[src/rtl/calcn_pkg.sv]
// Shared types for the N-port calculator dispatch engine: command/response
// encodings, the default queue entry layout and the shift-amount width helper.
package calcn_pkg;

    localparam int CMD_W      = 4;
    localparam int RESP_W     = 2;
    localparam int DATA_W_DEF = 32;
    localparam int TAG_W_DEF  = 2;

    typedef enum logic [CMD_W-1:0] {
        CMD_NOP = 4'd0,
        CMD_ADD = 4'd1,
        CMD_SUB = 4'd2,
        CMD_SHL = 4'd5,
        CMD_SHR = 4'd6
    } cmd_e;

    typedef enum logic [RESP_W-1:0] {
        RESP_NONE = 2'd0,
        RESP_OK   = 2'd1,
        RESP_ERR  = 2'd2
    } resp_e;

    // cmd is kept as raw bits so invalid codes survive to the ALU.
    typedef struct packed {
        logic [CMD_W-1:0]      cmd;
        logic [DATA_W_DEF-1:0] op1;
        logic [DATA_W_DEF-1:0] op2;
        logic [TAG_W_DEF-1:0]  tag;
    } entry_t;

    function automatic int shamt_w(input int data_w);
        return (data_w > 1) ? $clog2(data_w) : 1;
    endfunction

endpackage

[src/rtl/calcn_req_queue.sv]
// One request port: two-beat capture FSM feeding an in-order DEPTH-entry FIFO.
//   state    | meaning
//   CAP_IDLE | waiting for a nonzero command (op1 and tag arrive with it)
//   CAP_OP2  | command latched; this cycle's data is op2, entry is enqueued
module calcn_req_queue
    import calcn_pkg::*;
#(
    parameter int DATA_W = 32,
    parameter int TAG_W  = 2,
    parameter int DEPTH  = 4
) (
    input  logic              clk,
    input  logic              rst,
    input  logic [CMD_W-1:0]  cmd_in,
    input  logic [DATA_W-1:0] data_in,
    input  logic [TAG_W-1:0]  tag_in,
    output logic              req_ready,
    output logic              drop_err,
    input  logic              pop,
    output logic              head_valid,
    output logic [CMD_W-1:0]  head_cmd,
    output logic [DATA_W-1:0] head_op1,
    output logic [DATA_W-1:0] head_op2,
    output logic [TAG_W-1:0]  head_tag
);

    localparam int PTR_W = $clog2(DEPTH);
    localparam int CNT_W = PTR_W + 1;

    typedef struct packed {
        logic [CMD_W-1:0]  cmd;
        logic [DATA_W-1:0] op1;
        logic [DATA_W-1:0] op2;
        logic [TAG_W-1:0]  tag;
    } q_entry_t;

    typedef enum logic {CAP_IDLE, CAP_OP2} cap_state_e;

    cap_state_e        state_q, state_d;
    logic [CMD_W-1:0]  cmd_hold_q, cmd_hold_d;
    logic [DATA_W-1:0] op1_q, op1_d;
    logic [TAG_W-1:0]  tag_q, tag_d;
    logic [PTR_W-1:0]  wr_ptr_q, wr_ptr_d, rd_ptr_q, rd_ptr_d;
    logic [CNT_W-1:0]  count_q, count_d, pending;
    logic              drop_q, drop_d;
    logic              push, do_pop;
    q_entry_t          mem_q [DEPTH];
    q_entry_t          new_entry;

    always_comb begin
        state_d    = state_q;
        cmd_hold_d = cmd_hold_q;
        op1_d      = op1_q;
        tag_d      = tag_q;
        drop_d     = drop_q;
        push       = 1'b0;
        // Ready counts the in-flight OP2 beat so a capture never lands on a full FIFO.
        pending    = count_q + CNT_W'(state_q == CAP_OP2);
        req_ready  = (pending < CNT_W'(DEPTH));
        case (state_q)
            CAP_IDLE: begin
                if (cmd_in != '0) begin
                    if (req_ready) begin
                        state_d    = CAP_OP2;
                        cmd_hold_d = cmd_in;
                        op1_d      = data_in;
                        tag_d      = tag_in;
                    end else begin
                        drop_d = 1'b1;
                    end
                end
            end
            CAP_OP2: begin
                push    = (count_q < CNT_W'(DEPTH));
                state_d = CAP_IDLE;
            end
            default: state_d = CAP_IDLE;
        endcase

        do_pop   = pop && (count_q != '0);
        wr_ptr_d = push   ? wr_ptr_q + 1'b1 : wr_ptr_q;
        rd_ptr_d = do_pop ? rd_ptr_q + 1'b1 : rd_ptr_q;
        count_d  = count_q;
        if (push && !do_pop) begin
            count_d = count_q + 1'b1;
        end else if (!push && do_pop) begin
            count_d = count_q - 1'b1;
        end

        new_entry = '{cmd: cmd_hold_q, op1: op1_q, op2: data_in, tag: tag_q};
    end

    always_ff @(posedge clk or posedge rst) begin
        if (rst) begin
            state_q    <= CAP_IDLE;
            cmd_hold_q <= '0;
            op1_q      <= '0;
            tag_q      <= '0;
            wr_ptr_q   <= '0;
            rd_ptr_q   <= '0;
            count_q    <= '0;
            drop_q     <= 1'b0;
        end else begin
            state_q    <= state_d;
            cmd_hold_q <= cmd_hold_d;
            op1_q      <= op1_d;
            tag_q      <= tag_d;
            wr_ptr_q   <= wr_ptr_d;
            rd_ptr_q   <= rd_ptr_d;
            count_q    <= count_d;
            drop_q     <= drop_d;
        end
    end

    always_ff @(posedge clk) begin
        if (push) begin
            mem_q[wr_ptr_q] <= new_entry;
        end
    end

    assign drop_err   = drop_q;
    assign head_valid = (count_q != '0);
    assign head_cmd   = mem_q[rd_ptr_q].cmd;
    assign head_op1   = mem_q[rd_ptr_q].op1;
    assign head_op2   = mem_q[rd_ptr_q].op2;
    assign head_tag   = mem_q[rd_ptr_q].tag;

endmodule

[src/rtl/calcn_dispatch_engine.sv]
// N-port command dispatcher: per-port capture queues, round-robin grant onto
// one shared single-cycle ALU, registered one-cycle response per grant.
module calcn_dispatch_engine
    import calcn_pkg::*;
#(
    parameter int N_PORTS = 4,
    parameter int DATA_W  = 32,
    parameter int TAG_W   = 2,
    parameter int DEPTH   = 4
) (
    input  logic                        a_clk,
    input  logic                        reset,
    input  logic [N_PORTS*CMD_W-1:0]    req_cmd_in,
    input  logic [N_PORTS*DATA_W-1:0]   req_data_in,
    input  logic [N_PORTS*TAG_W-1:0]    req_tag_in,
    output logic [N_PORTS-1:0]          req_ready,
    output logic [N_PORTS*RESP_W-1:0]   out_resp,
    output logic [N_PORTS*DATA_W-1:0]   out_data,
    output logic [N_PORTS*TAG_W-1:0]    out_tag,
    output logic [N_PORTS-1:0]          drop_err
);

    localparam int PW = $clog2(N_PORTS);
    localparam int SW = shamt_w(DATA_W);

    logic [N_PORTS-1:0]              head_valid, pop;
    logic [N_PORTS-1:0][CMD_W-1:0]   head_cmd;
    logic [N_PORTS-1:0][DATA_W-1:0]  head_op1, head_op2;
    logic [N_PORTS-1:0][TAG_W-1:0]   head_tag;

    for (genvar p = 0; p < N_PORTS; p++) begin : g_port
        calcn_req_queue #(
            .DATA_W (DATA_W),
            .TAG_W  (TAG_W),
            .DEPTH  (DEPTH)
        ) u_queue (
            .clk        (a_clk),
            .rst        (reset),
            .cmd_in     (req_cmd_in[p*CMD_W +: CMD_W]),
            .data_in    (req_data_in[p*DATA_W +: DATA_W]),
            .tag_in     (req_tag_in[p*TAG_W +: TAG_W]),
            .req_ready  (req_ready[p]),
            .drop_err   (drop_err[p]),
            .pop        (pop[p]),
            .head_valid (head_valid[p]),
            .head_cmd   (head_cmd[p]),
            .head_op1   (head_op1[p]),
            .head_op2   (head_op2[p]),
            .head_tag   (head_tag[p])
        );
    end

    logic [PW-1:0]                   rr_ptr_q, rr_ptr_d, grant_idx, cand;
    logic                            grant_vld;
    logic [CMD_W-1:0]                sel_cmd;
    logic [DATA_W-1:0]               sel_op1, sel_op2, alu_data;
    logic [TAG_W-1:0]                sel_tag;
    logic [DATA_W:0]                 sum;
    resp_e                           alu_resp;
    logic [N_PORTS-1:0][RESP_W-1:0]  out_resp_q, out_resp_d;
    logic [N_PORTS-1:0][DATA_W-1:0]  out_data_q, out_data_d;
    logic [N_PORTS-1:0][TAG_W-1:0]   out_tag_q, out_tag_d;

    // Search starts one past the last winner, so a busy port yields to every other busy port.
    always_comb begin
        grant_vld = 1'b0;
        grant_idx = rr_ptr_q;
        cand      = '0;
        for (int i = 1; i <= N_PORTS; i++) begin
            cand = PW'((int'(rr_ptr_q) + i) % N_PORTS);
            if (!grant_vld && head_valid[cand]) begin
                grant_vld = 1'b1;
                grant_idx = cand;
            end
        end
        pop = '0;
        if (grant_vld) begin
            pop[grant_idx] = 1'b1;
        end
        rr_ptr_d = grant_vld ? grant_idx : rr_ptr_q;
    end

    always_comb begin
        sel_cmd  = head_cmd[grant_idx];
        sel_op1  = head_op1[grant_idx];
        sel_op2  = head_op2[grant_idx];
        sel_tag  = head_tag[grant_idx];
        sum      = {1'b0, sel_op1} + {1'b0, sel_op2};
        alu_resp = RESP_ERR;
        alu_data = '0;
        case (sel_cmd)
            CMD_ADD: begin
                if (!sum[DATA_W]) begin
                    alu_resp = RESP_OK;
                    alu_data = sum[DATA_W-1:0];
                end
            end
            CMD_SUB: begin
                if (sel_op2 <= sel_op1) begin
                    alu_resp = RESP_OK;
                    alu_data = sel_op1 - sel_op2;
                end
            end
            CMD_SHL: begin
                alu_resp = RESP_OK;
                alu_data = sel_op1 << sel_op2[SW-1:0];
            end
            CMD_SHR: begin
                alu_resp = RESP_OK;
                alu_data = sel_op1 >> sel_op2[SW-1:0];
            end
            default: ;
        endcase
    end

    always_comb begin
        out_resp_d = '0;
        out_data_d = '0;
        out_tag_d  = '0;
        if (grant_vld) begin
            out_resp_d[grant_idx] = alu_resp;
            out_data_d[grant_idx] = alu_data;
            out_tag_d[grant_idx]  = sel_tag;
        end
    end

    always_ff @(posedge a_clk or posedge reset) begin
        if (reset) begin
            rr_ptr_q   <= PW'(N_PORTS - 1);
            out_resp_q <= '0;
            out_data_q <= '0;
            out_tag_q  <= '0;
        end else begin
            rr_ptr_q   <= rr_ptr_d;
            out_resp_q <= out_resp_d;
            out_data_q <= out_data_d;
            out_tag_q  <= out_tag_d;
        end
    end

    assign out_resp = out_resp_q;
    assign out_data = out_data_q;
    assign out_tag  = out_tag_q;

endmodule
[config.mk]
export PLATFORM = sky130hd
export DESIGN_NAME = calcn_dispatch_engine
export DESIGN_NICKNAME = d
export VERILOG_FILES = /design/src/rtl/calcn_pkg.sv /design/src/rtl/calcn_req_queue.sv /design/src/rtl/calcn_dispatch_engine.sv
export SDC_FILE = /design/constraint.sdc
export NUM_CORES = 2
export LEC_CHECK = 0
export ABC_AREA = 1
export CAP_MARGIN = 0
export CORE_MARGIN = 2
export CORE_UTILIZATION = 60
export CTS_BUF_LIST = sky130_fd_sc_hd__clkbuf_2 sky130_fd_sc_hd__clkbuf_4 sky130_fd_sc_hd__clkbuf_8
export DETAILED_ROUTE_END_ITERATION = 6
export PLACE_DENSITY = 0.79
export SYNTH_ARGS = -nofsm -noshare
export SYNTH_HDL_FRONTEND = slang
export SYNTH_SLANG_ARGS = --single-unit
export TNS_END_PERCENT = 100
[constraint.sdc]
create_clock -name a_clk -period 16.1 [get_ports a_clk]
set_input_delay 3.22 -clock a_clk [delete_from_list [all_inputs] [get_ports a_clk]]
set_output_delay 3.22 -clock a_clk [all_outputs]
set_load 0.02 [all_outputs]
Word-level counts from Yosys, hierarchy flattened:

Memory sizes are Yosys's and may differ from the RTL's.
Index checks and enable logic that the tools add are counted.

* $add $sub $neg: 26
* magnitude comparators: 15
* equal/unequal tests: 4
* shift-type cells: 2
* mux-type cells: 72
* bitwise gates (word level): 11
* reductions and logical operators: 48

Operators by type and width (count)
* 2-to-1 mux 32 bit: 5
* AND 128 bit: 1
* binary-select mux 32 bit (select 2 bit): 2
* 2-to-1 mux 128 bit: 1
* case mux 32 bit (4 select lines): 1
* demux 32 bit (select 2 bit): 1
* adder 32 x 32 -> 33 bit: 1
* <= comparator 32 bit: 1
* left shift 32 x 5 -> 32 bit: 1
* >> shifter 32 x 5 -> 32 bit: 1
* subtractor 32 bit: 1
* 2-to-1 mux 1 bit: 29
* less-than comparator 3 bit, second input constant: 8
* 2-to-1 mux 3 bit: 8
* AND reduction 3 bit: 8
* adder 2 x 1 -> 2 bit, second input constant: 10
* AND 8 bit: 2
* logical AND 1 bit: 16
* 2-to-1 mux 2 bit: 8
* 2-to-1 mux 8 bit: 2
* nonzero test 4 bit: 4
* less-than comparator 2 x 3 -> 1 bit, second input constant: 5
* adder 3 x 1 -> 3 bit: 4
* adder 3 x 1 -> 3 bit, second input constant: 4
* 19 further kinds: 54

* flip-flop bits (word level): 334
* bits in writable memories: 1120
* bits of input ports: 154
* logic and storage cells: 227
* memories: 4

Memory list
* g_port[0].u_queue.mem_q: words 4, bits a word 70, read ports 1, clocked after Yosys merged registers in 0, wr ports 1, line calcn_req_queue.sv:47 `q_entry_t mem_q [DEPTH];`
* g_port[1].u_queue.mem_q: words 4, bits a word 70, read ports 1, clocked after Yosys merged registers in 0, wr ports 1, line calcn_req_queue.sv:47
* g_port[2].u_queue.mem_q: words 4, bits a word 70, read ports 1, clocked after Yosys merged registers in 0, wr ports 1, line calcn_req_queue.sv:47
* g_port[3].u_queue.mem_q: words 4, bits a word 70, read ports 1, clocked after Yosys merged registers in 0, wr ports 1, line calcn_req_queue.sv:47

Longest topological paths before layout:

* depth after elaboration: 22
* gate-level depth with buffers: 40
* gate-level depth less buffers: 33

Modules after synthesis:

Synthesis repeated with hierarchy kept, for this count alone.

* cells, all modules: 6560
* area, all modules: 67548.5 µm²

By module, submodules not included
* calcn_req_queue at g_port[0].u_queue ...: times used 3, cells each 1049, area an instance 13242.7 µm², seq. area each 9584.2 µm²
* calcn_dispatch_engine: times used 1, cells each 2365, area an instance 14775.4 µm², seq. area each 3656.0 µm²
* calcn_req_queue at g_port[1].u_queue: times used 1, cells each 1048, area an instance 13045.0 µm², seq. area each 9584.2 µm²

Worst setup path before layout:

OpenSTA, ideal clock, no wires.

* kind: reg-to-reg
* start: register rr_ptr_q[0]
* end: register out_data_q (netlist bit out_data[13])
* setup time: 0.114 ns
* data arrival time: 4.680 ns
* data required time: 15.986 ns
* setup slack: 11.306 ns
* cell stages (with the launch flop): 35
* path through: dfstp_2 > buf_6 > inv_8 > nand3_1 > nand2_1 > nand2_1 > nand2_2 > nand2_2 > nand3_2 > nand2_4 > buf_8 > buf_12 > buf_6 > buf_2 > buf_2 > o221ai_1 > o21ai_0 > nand2_1 > nand2_1 > inv_1 > ha_1 > clkbuf_1 > o21bai_1 > a21boi_0 > a21boi_0 > o21ai_1 > nand2_1 > and3_1 > nor2_4 > inv_2 > buf_2 > o22ai_1 > nand3b_2 > nand2_1 > inv_1

RTL lines
* from (decl): line calcn_dispatch_engine.sv:53 `logic [PW-1:0] rr_ptr_q, rr_ptr_d, grant_idx, cand;`
* from (signal assigned): line calcn_dispatch_engine.sv:129 `rr_ptr_q <= PW'(N_PORTS - 1);`
* from (signal assigned): line calcn_dispatch_engine.sv:134 `rr_ptr_q <= rr_ptr_d;`
* to (signal assigned): line calcn_dispatch_engine.sv:136 `out_data_q <= out_data_d;`
* to (decl): line calcn_dispatch_engine.sv:61 `logic [N_PORTS-1:0][DATA_W-1:0] out_data_q, out_data_d;`

==> reports/metrics.yaml <==
htree_levels: 4
avgRoutedWirePerCell_um: 25.9
synth_ff_type: "edfxtp_1"
yosys_warnings: 0
hold_path_startpoint: "g_port[2].u_queue.op1_q[30]"
fmax_mhz: 130
final_common_cell: "nand2_1"
place_hpwl_um: 134000
dieWidth_um: 330
cp_max_fo: 76
initial_core_util: 0.606
port_buffers: 305
wirelength_um: 202000
tritoncts: "done"
place_inst: 7377
drive_gt1_frac: 0.0949
hp-class: "flip-flop to flip-flop"
via_per_inst: 6.19
required_ns: 16.93
worst_slew_pin_slew_ns: 1.54
synth_edf_count: 1120
setup_viol: 0
cts_max_path_buffers: 3
clock_sinks: 1454
startpoint_type: "flip-flop"
gp_congestion: 1.04
fin_skew_ns: 0.0876
core-area_um2: 105000
reg2reg_to: "out_data[19]"
synth.largest_area_cell: "edfxtp_1"
root_buffer: "clkbuf_8"
cts-buffers-inserted: 215
grt_pass1_vias: 45200
grt_pass1_wl_um: 291000
grt_max_degree: 143
final_cell_mix: "nand2_1, edfxtp_1, nor2_1"
worst-r2r-setup-slack_ns: 8.41
ys_seq_area_frac: 0.657
cp-end-kind: "flip-flop"
cts_resized: 0
area_growth_pct: 13.6
die_area_um2: 109000
hold_path_depth: 0
status: "finished, violations left"
worstPathArrival_ns: 8.52
tns_ns: 0
fp-row-count: 119
clk_latency_ns: 0.98
drc: 43
first_pass_iters: 7
drt-initial-drc-count: 6771
syn-num-nets: 6217
finalNonFillerCells: 7796
dpl_worst_slack_ns: 8.77
drv_slew: 2
failed_checks: "design-rule violations, max-capacitance violations, max-slew violations"
reg2reg_from: "g_port[1].u_queue.rd_ptr_q[0]"
finalHoldViolCount: 0
min_period_ns: 7.69
drv_cap: 1
hold_end: "g_port[2].u_queue.mem_q[1][64]"
postCtsHoldBufs: 0
netlist.area_leader.share: 0.526
die_h_um: 330
yosysUniqueCellTypes: 58
io_pins: 306
postSynthCellCount: 5972
synthArstFlopShare: 0.230
antenna_left: 0
synth_area_leaders: "edfxtp_1, dfrtp_1, nand2_1, nand3_1, o21ai_0"
grt_antenna_before_repair: 19
worstSetupPathType: "flip-flop to flip-flop"
fin_crit_sh: 0.478
synth-seq-cells: 1454
slew_headroom: -0.0355
rr_worst_depth: 25
grt.overflow.total: 0
rsz0062_at_grt: "no"
post_cts_buffers: 0
via_count: 48300
worst_slack_ns: 8.41
syn_area_um2: 63900
path_clk_slew_ns: 0.06
syn_area_per_cell_um2: 10.7
finalNetCount: 6448
grtUsageTotal: 0.368
==> metal layers <==
layer  GRT usage  vias up  part of all wire
met5           0        -           0.00036
met4       0.229       10             0.068
met3      0.0945      521              0.12
met2       0.543     3167              0.45
met1       0.491    23300              0.37
li1            -    21200                 -
==> worst max-delay path, stage by stage, from the launching register on <==
cell	delay [ns]
dfrtp_4	0.97
clkinv_2	0.93
o21ai_0	0.43
o22ai_1	0.21
nand3b_1	0.21
nand2_1	0.07
nand2_1	0.06
nand2_2	0.59
inv_2	0.52
ha_1	0.40
inv_1	0.17
fa_1	0.29
inv_1	0.08
nor2_1	0.10
nor2_1	0.08
o21bai_2	0.20
a21boi_0	0.20
o21ai_1	0.31
nand2_1	0.07
and3_1	0.20
nor2_4	0.40
inv_2	0.30
o22ai_1	0.25
nand3b_1	0.23
nand2_1	0.09
inv_1	0.09
==> cell usage after synthesis (4+ instances only) <==
library cell / count
buf_4: 19
buf_6: 14
xor2_1: 54
nand2_2: 43
a21oi_1: 270
buf_1: 29
nor2_4: 10
buf_2: 60
nand3b_1: 7
nand3_2: 12
a32o_1: 154
nand4_1: 23
nand3_1: 393
nand2_1: 1706
inv_1: 266
ha_1: 85
inv_2: 16
fa_1: 6
o22ai_1: 81
a22oi_1: 7
o21ai_1: 22
nand2_4: 4
a21oi_2: 6
nor4_1: 11
o21ai_0: 364
nor3_1: 6
edfxtp_1: 1120
xnor2_1: 8
clkbuf_1: 224
o21bai_1: 10
a21o_1: 4
a31oi_1: 15
o21a_1: 6
nor2_2: 20
nor2_1: 479
or2_2: 5
o221ai_1: 48
dfrtp_1: 332
==> cells by family (layout without fill, tap and decap cells) <==
family | count (synthesis) | in the layout | synth area share
adder cells (fa/ha/maj) | 91 | 91 | 0.0185
buffers and inverters | 636 | 1058 | 0.0422
flip-flops | 1454 | 1454 | 0.657
AO/OA/AOI/OAI | 1003 | 1003 | 0.0976
multiplexers | 1 | 1 | 0.000176
AND/OR/NAND/NOR | 2725 | 2725 | 0.176
XOR/XNOR | 62 | 62 | 0.00850
other | 0 | 11 | 0
==> through the flow <==
stage / util / hold slack (ns) / area [µm²]
floorplan: - / 0.443 / 63900
global placement: 0.642 / 0.468 / 67700
detailed placement: 0.642 / 0.467 / 67700
CTS: 0.688 / 0.483 / 72600
global route: 0.689 / 0.513 / 72600
finish: 0.689 / 0.475 / 72600
==> layout make-up <==
class                   count  area (µm²)
inverters                 285        1090
well taps                1391        1740
clock buffers             339        4140
multi-input cells        3882       19300
flip-flops and latches   1454       42000
clock inverters            69         726
fillers                  7624       32800
diodes                     11        27.5
repair buffers            365        3520
==> flip-flops by register name (all words and copies together) (netlist names), 8 cells and up <==
name and flops:
g_port.u_queue.mem_q 1120, out_tag 8, out_data 128, g_port.u_queue.wr_ptr_q 8, g_port.u_queue.op1_q 128, g_port.u_queue.cmd_hold_q 16, g_port.u_queue.rd_ptr_q 8, g_port.u_queue.count_q 12
out_resp 8, g_port.u_queue.tag_q 8
==> worst max path at each step <==
stage                                  start                               to  slack [ns]
2_1_floorplan                          reset  g_port[0].u_queue.cmd_hold_q[0]        3.63
6_report       g_port[1].u_queue.rd_ptr_q[0]                     out_data[19]        8.41
3_3_place_gp   g_port[1].u_queue.rd_ptr_q[0]                     out_data[17]        8.96
4_1_cts        g_port[1].u_queue.rd_ptr_q[0]                     out_data[19]        8.68
5_1_grt        g_port[1].u_queue.rd_ptr_q[0]                     out_data[59]        7.99
3_5_place_dp   g_port[1].u_queue.rd_ptr_q[0]                     out_data[19]        8.77
Power is not shown: default switching activity piles up to over one toggle a cycle in this logic, so the estimate is an artifact.
